--- src/rtl/toggle_hs_rx.sv ---
// Receiving end of a 2-phase (toggle) req/ack link. Each req_tgl level change
// captures one data_in word into a small FIFO drained over valid/ready.
module toggle_hs_rx #(
  parameter int DATA_W      = 8,
  parameter int DEPTH       = 4,
  parameter int SYNC_STAGES = 2
) (
  input  logic                     clk,
  input  logic                     rst,
  input  logic                     req_tgl,
  input  logic [DATA_W-1:0]        data_in,
  output logic                     ack_tgl,
  output logic                     out_valid,
  output logic [DATA_W-1:0]        out_data,
  input  logic                     out_ready,
  output logic [$clog2(DEPTH):0]   fill_level
);

  localparam int PW = $clog2(DEPTH);
  localparam int LW = PW + 1;
  localparam logic [LW-1:0] FULL_LVL = LW'(DEPTH);
  localparam logic [LW-1:0] LVL_ONE  = LW'(1'b1);
  localparam logic [PW-1:0] PTR_ONE  = PW'(1'b1);

  logic [SYNC_STAGES-1:0] sync_q, sync_d;
  logic                   req_seen_q, req_seen_d;
  logic                   ack_q, ack_d;
  logic                   valid_q, valid_d;
  logic [PW-1:0]          wr_ptr_q, wr_ptr_d;
  logic [PW-1:0]          rd_ptr_q, rd_ptr_d;
  logic [LW-1:0]          fill_q, fill_d;
  logic [DATA_W-1:0]      mem_q [DEPTH];
  logic                   req_s, pending_s, push_s, pop_s;

  // Next-state logic: toggle detection, push/pop decisions, pointer and level updates.
  always_comb begin
    sync_d     = {sync_q[SYNC_STAGES-2:0], req_tgl};
    req_s      = sync_q[SYNC_STAGES-1];
    pending_s  = (req_s != req_seen_q);
    pop_s      = valid_q && out_ready;
    // A full FIFO still accepts a word when the head leaves in the same cycle.
    push_s     = pending_s && ((fill_q < FULL_LVL) || pop_s);
    req_seen_d = req_seen_q;
    ack_d      = ack_q;
    wr_ptr_d   = wr_ptr_q;
    rd_ptr_d   = rd_ptr_q;
    fill_d     = fill_q;

    if (push_s) begin
      req_seen_d = req_s;
      ack_d      = ~ack_q;
      wr_ptr_d   = wr_ptr_q + PTR_ONE;
    end else begin
      req_seen_d = req_seen_q;
      ack_d      = ack_q;
      wr_ptr_d   = wr_ptr_q;
    end

    if (pop_s) begin
      rd_ptr_d = rd_ptr_q + PTR_ONE;
    end else begin
      rd_ptr_d = rd_ptr_q;
    end

    case ({push_s, pop_s})
      2'b10:   fill_d = fill_q + LVL_ONE;
      2'b01:   fill_d = fill_q - LVL_ONE;
      default: fill_d = fill_q;
    endcase

    valid_d = (fill_d != {LW{1'b0}});
  end

  // Control state registers with synchronous active-low reset.
  always_ff @(posedge clk) begin
    if (!rst) begin
      sync_q     <= {SYNC_STAGES{1'b0}};
      req_seen_q <= 1'b0;
      ack_q      <= 1'b0;
      valid_q    <= 1'b0;
      wr_ptr_q   <= {PW{1'b0}};
      rd_ptr_q   <= {PW{1'b0}};
      fill_q     <= {LW{1'b0}};
    end else begin
      sync_q     <= sync_d;
      req_seen_q <= req_seen_d;
      ack_q      <= ack_d;
      valid_q    <= valid_d;
      wr_ptr_q   <= wr_ptr_d;
      rd_ptr_q   <= rd_ptr_d;
      fill_q     <= fill_d;
    end
  end

  // Word storage; deliberately left uncleared by reset.
  always_ff @(posedge clk) begin
    if (rst && push_s) begin
      mem_q[wr_ptr_q] <= data_in;
    end
  end

  assign ack_tgl    = ack_q;
  assign out_valid  = valid_q;
  assign fill_level = fill_q;
  assign out_data   = valid_q ? mem_q[rd_ptr_q] : {DATA_W{1'b0}};

endmodule

--- config.mk ---
export PLATFORM = sky130hd
export DESIGN_NAME = toggle_hs_rx
export DESIGN_NICKNAME = d
export VERILOG_FILES = /design/src/rtl/toggle_hs_rx.sv
export SDC_FILE = /design/constraint.sdc
export NUM_CORES = 1
export LEC_CHECK = 0
export CORE_ASPECT_RATIO = 1.5
export CORE_MARGIN = 8
export CORE_UTILIZATION = 27
export DETAILED_ROUTE_END_ITERATION = 7
export HOLD_SLACK_MARGIN = 0.12
export PLACE_DENSITY = 0.56
export SYNTH_ARGS = -nofsm -noshare
export SYNTH_HDL_FRONTEND = slang
export SYNTH_SLANG_ARGS = --single-unit
--- constraint.sdc ---
create_clock -name clk -period 2 [get_ports clk]
set_clock_uncertainty 0.05 [all_clocks]
set_input_delay 0.4 -clock clk [delete_from_list [all_inputs] [get_ports clk]]
set_output_delay 0.4 -clock clk [all_outputs]
set_load 0.005 [all_outputs]
---- Word level (Yosys, flattened, before mapping) ----
Memory sizes are Yosys's and may differ from the RTL's. A register that Yosys moved wholly into a read port is not among the register bits.
Cells that the tools add are included.
Widths: inputs -> output; s select.
word-level totals
  flip-flop bits (word level) ............. 12
  RAM bits ................................ 32
  output and inout bits ................... 13
  word-level logic and storage cells ...... 28
  memories ................................ 1
memories
  name   depth  width  read ports  clocked after memory_dff  wr ports  RTL line  source
  mem_q  4      8      1           1                         1         32        logic [DATA_W-1:0] mem_q [DEPTH];
operators by class
  add/sub/neg operators ................... 4
  $lt $le $gt $ge ......................... 1
  eq/ne operators ......................... 3
  multiplexer cells ....................... 6
  bitwise gates (word level) .............. 1
  reductions and logical operators ........ 5
operators by type and width
  kind                 count
  $mux 8               1
  $pmux 3 s2           1
  $add 2x1->2 const B  2
  $mux 2               2
  $add 3x1->3 const B  1
  $logic_and 1x1->1    3
  $lt 3x3->1 const B   1
  $reduce_bool 3->1    1
  $sub 3x1->3 const B  1
  $eq 2x1->1 const B   1
  $eq 2x2->1 const B   1
  $mux 1               2
  $logic_or 1x1->1     1
  $ne 1x1->1           1
  $not 1->1            1

---- Depth between registers and ports, before layout ----
  depth after elaboration ................. 6
  depth in mapped cells ................... 8

---- Worst setup path before layout ----
No wires, ideal clock.
  kind .................................... input port to flip-flop
  start ................................... input out_ready
  end ..................................... register valid_q (netlist: out_valid)
  arrival ................................. 1980 ps
  required time ........................... 1884 ps
  slack ................................... -96 ps
  cell stages on the path ................. 8
  path through ............................ a21boi_1 nor2_1 inv_1 ha_1 fa_1 xnor2_1 or4_4 nand4bb_1
between the ends
  cells in the longest elaborated chain, start to end .. 6
  elaborated cells between the ends (all ways) .. 7
  those cells by class .................... eq/ne: 2; mux: 1; reduce/logical: 4
RTL lines
  element                                          RTL line  source
  start: declaration                               15        input logic out_ready,
  $logic_and 1x1->1 *                              40        pop_s = valid_q && out_ready;
  $logic_or 1x1->1                                 42        push_s = pending_s && ((fill_q < FULL_LVL) || pop_s);
  $logic_and 1x1->1                                42
  $eq 2x1->1 / $eq 2x2->1 (equally long branches)  65        case ({push_s, pop_s})
  $pmux 3 s2 *                                     65
  $reduce_bool 3->1 *                              71        valid_d = (fill_d != {LW{1'b0}});
  end signal: assignment                           88        valid_q <= valid_d;
  end: declaration                                 28        logic valid_q, valid_d;
Mark *: on every way between the ends. The rest lies on a longest branch, timed or not.
A chain may end at the register's enable or synchronous reset.

==> reports/metrics.yaml <==
grt_first_pass_wirelength_mm: 6.00
clk_pin_slew_worst_paths_ns: 0.08
grt_pass1_vias: 1254
setup_violations: 8
crit_path_end_kind: "output port"
grt_max_degree: 15
vias: 1094
cts_sinks: 46
critPathRequiredTime_ns: 1.55
setup_tns_ns: -0.329
multi_input_area_um2: 598
yosysTopAreaCellShare_pct: 52.4
hold_depth: 1
grt_antenna_before_repair: 0
crit_arrival_ns: 1.61
antenna_left: 0
worstReg2RegStart: "req_seen_q$_SDFFE_PN0P_"
start_util_pct: 27.3
critPathMaxFanout: 5
grt_use_total_pct: 7.85
finalHoldViolations: 0
worst_slew_pin_slew_ns: 0.284
reg2reg_setup_slack_ns: -0.03
outcome: "finished with violations"
grt-ovfl-total: 0
cts_tree: "yes"
dieArea_mm2: 0.00975
drv_slew: 0
synth-edff-count: 32
min_path_type: "reg -> reg"
slew_headroom_pct: 81.0
seq_area_mm2: 0.00124
rsz0062_at_grt: "yes"
p_per_area_mw_per_mm2: 940
htree_num_levels: 2
routed_wl_mm: 3.59
drtIter0Drc: 65
power_leakage_nw: 0.902
fin_ws_ns: -0.0598
portBuffers: 24
max_stage_delay_ns: 0.48
pwr-share-seq_pct: 47.5
r2r-end: "out_valid$_SDFF_PN0_"
cts-root-buf: "clkbuf_8"
viasPerCell: 4.58
wl_per_cell_um: 15.0
hold_buffers: 0
ir_worst_vdd_uv: 531
violations: "negative setup slack"
synth_top_cell_by_area: "edfxtp_1"
p_comb_share_pct: 23.8
drive_above_1_share_pct: 39.8
syn_nets: 132
synth.area.top_cells: "edfxtp_1 (52%), dfxtp_1 (15%), mux4_2 (9.8%)"
power_frac_clock_pct: 28.7
path_cells: "buf_12, buf_4, mux4_2, and2_4, buf_2"
die_height_um: 117
intPower_mw: 1.79
rr_worst_depth: 8
hold_end: "sync_q[1]$_SDFF_PN0_"
worstHoldStart: "sync_q[0]$_SDFF_PN0_"
yosysSeqAreaShare_pct: 67.6
synthArstFlopShare_pct: 0
fin_nets: 178
diodes: 0
critPathKind: "reg -> out"
critPathLaunchType: "register"
first_pass_iters: 4
ctsLongestPathBuffers: 2
synth-seq-cells: 46
fin_crit_sh_pct: 103
core_mm2: 0.00671
syn_avg_cell_area_um2: 16.1
placementRows: 37
synth_flop_cell: "edfxtp_1"
fin_area_mm2: 0.00248
place_congestion: 0.672
place_ws_ns: -0.520
ios: 25
drc_errors: 0
placed_area_mm2: 0.00228
synth_cell_type_count: 26
area_growth_pct: 34.9
dieWidth_um: 83.3
cp_slowest_cell: "mux4_2"
fin_crit_ns: 2.06
synth_cells: 114
maxCapViolCount: 0
max_freq_mhz: 485
yosysWarnings: 0
switching_share_pct: 23.2
dp_hpwl_mm: 2.55
netSwitchingPower_mw: 0.540
holdWs_ns: 0.421
worstSkewPairLatency_ns: 0.29
cts_made_buffers: 5
syn_area_mm2: 0.00184
fillers: 626
synth_stat cells, types with 4 or more instances:
cell      instances
nor2_1            6
mux4_2            8
and2_1            9
edfxtp_1         32
ha_1              5
dfxtp_1          14
a21oi_1           4
and3_2            4
worst max path at each step:
stage	endpoint	slack, ns	cells after the start
5_1_grt	out_valid$_SDFF_PN0_	-0.12	8
4_1_cts	out_data[0]	-0.07	5
6_report	out_data[0]	-0.06	5
3_3_place_gp	out_valid$_SDFF_PN0_	-0.41	9
3_5_place_dp	out_valid$_SDFF_PN0_	-0.52	9
2_1_floorplan	out_valid$_SDFF_PN0_	0.03	8
repair_timing:
| action | CTS | global route |
|---|---|---|
| resized for setup | 46 | 4 |
| endpoints found under the hold margin | 0 | 0 |
| setup endpoints to repair | 10 | 10 |
| pin swaps | 9 | 1 |
| setup buffers | 5 | 1 |
worst max-delay path, delay by kind of cell (launching register included):
family	cells	cell delay, ns
multiplexers	1	0.48
flip-flops	1	0.35
buffers and inverters	3	0.35
AND/OR/NAND/NOR	1	0.15
state kept, by name, summed over array words and instances, names as in the netlist, named ones only:
name	count
mem_q	32
ack_tgl	1
sync_q	2
req_seen_q	1
fill_level	3
out_valid	1
rd_ptr_q	2
wr_ptr_q	2
cell usage in the layout, fill, tap and decap left out, types with 2 or more instances in the layout:
cell type,n
dfxtp_2,3
nor2_1,5
buf_12,3
mux4_2,8
buf_4,14
buf_2,3
edfxtp_1,32
inv_1,3
buf_6,5
xor2_1,3
clkdlybuf4s50_1,15
and2_4,6
o21ai_0,3
nand2_1,3
a21oi_1,4
clkbuf_8,5
dfxtp_1,11
and2_2,2
and3_2,4
and2_1,3
xnor2_1,2
ha_1,4
nand3_1,3
cell families (layout without fill, tap and decap cells):
logic type	count (synthesis)	count (layout)	synth area share, %
XOR/XNOR	6	6	2.86
buffers and inverters	7	54	1.64
adder cells (fa/ha/maj)	6	6	4.50
AO/OA/AOI/OAI	10	10	3.27
multiplexers	9	9	10.4
AND/OR/NAND/NOR	30	30	9.75
flip-flops	46	46	67.6
power groups by stage:
stage	logic (mW)	registers, mW	clock network, mW
4_1_cts	0.543	1.11	0.700
6_report	0.554	1.11	0.669
3_3_place_gp	0.477	1.12	0
2_1_floorplan	0.226	1.12	0
5_1_grt	0.604	1.11	0.731
3_5_place_dp	0.492	1.13	0
stage by stage:
stage	util, %	power (mW)	std cells
after floorplan	-	1.35	114
after global placement	34.0	1.60	225
after detailed placement	34.0	1.62	225
after CTS	36.5	2.35	238
after global routing	36.9	2.45	239
final	36.9	2.33	239
layout make-up:
class	count	share of cell area (%)
repair buffers	42	16.6
clock buffers	6	2.93
inverters	4	0.606
flip-flops and latches	46	50.3
well taps	78	3.94
multi-input cells	61	24.2
clock inverters	2	1.52
layer usage:
layer / track usage (%) / vias to the layer above / share of wire, % / wire length, um
li1: - / 515 / - / -
met1: 7.05 / 541 / 36 / 1310
met2: 15.5 / 33 / 58 / 2070
met3: 2.63 / 5 / 4.6 / 164
met4: 3.53 / 0 / 1.4 / 52
met5: 0 / - / 0 / 0
Power figures use the tool's default switching activity.
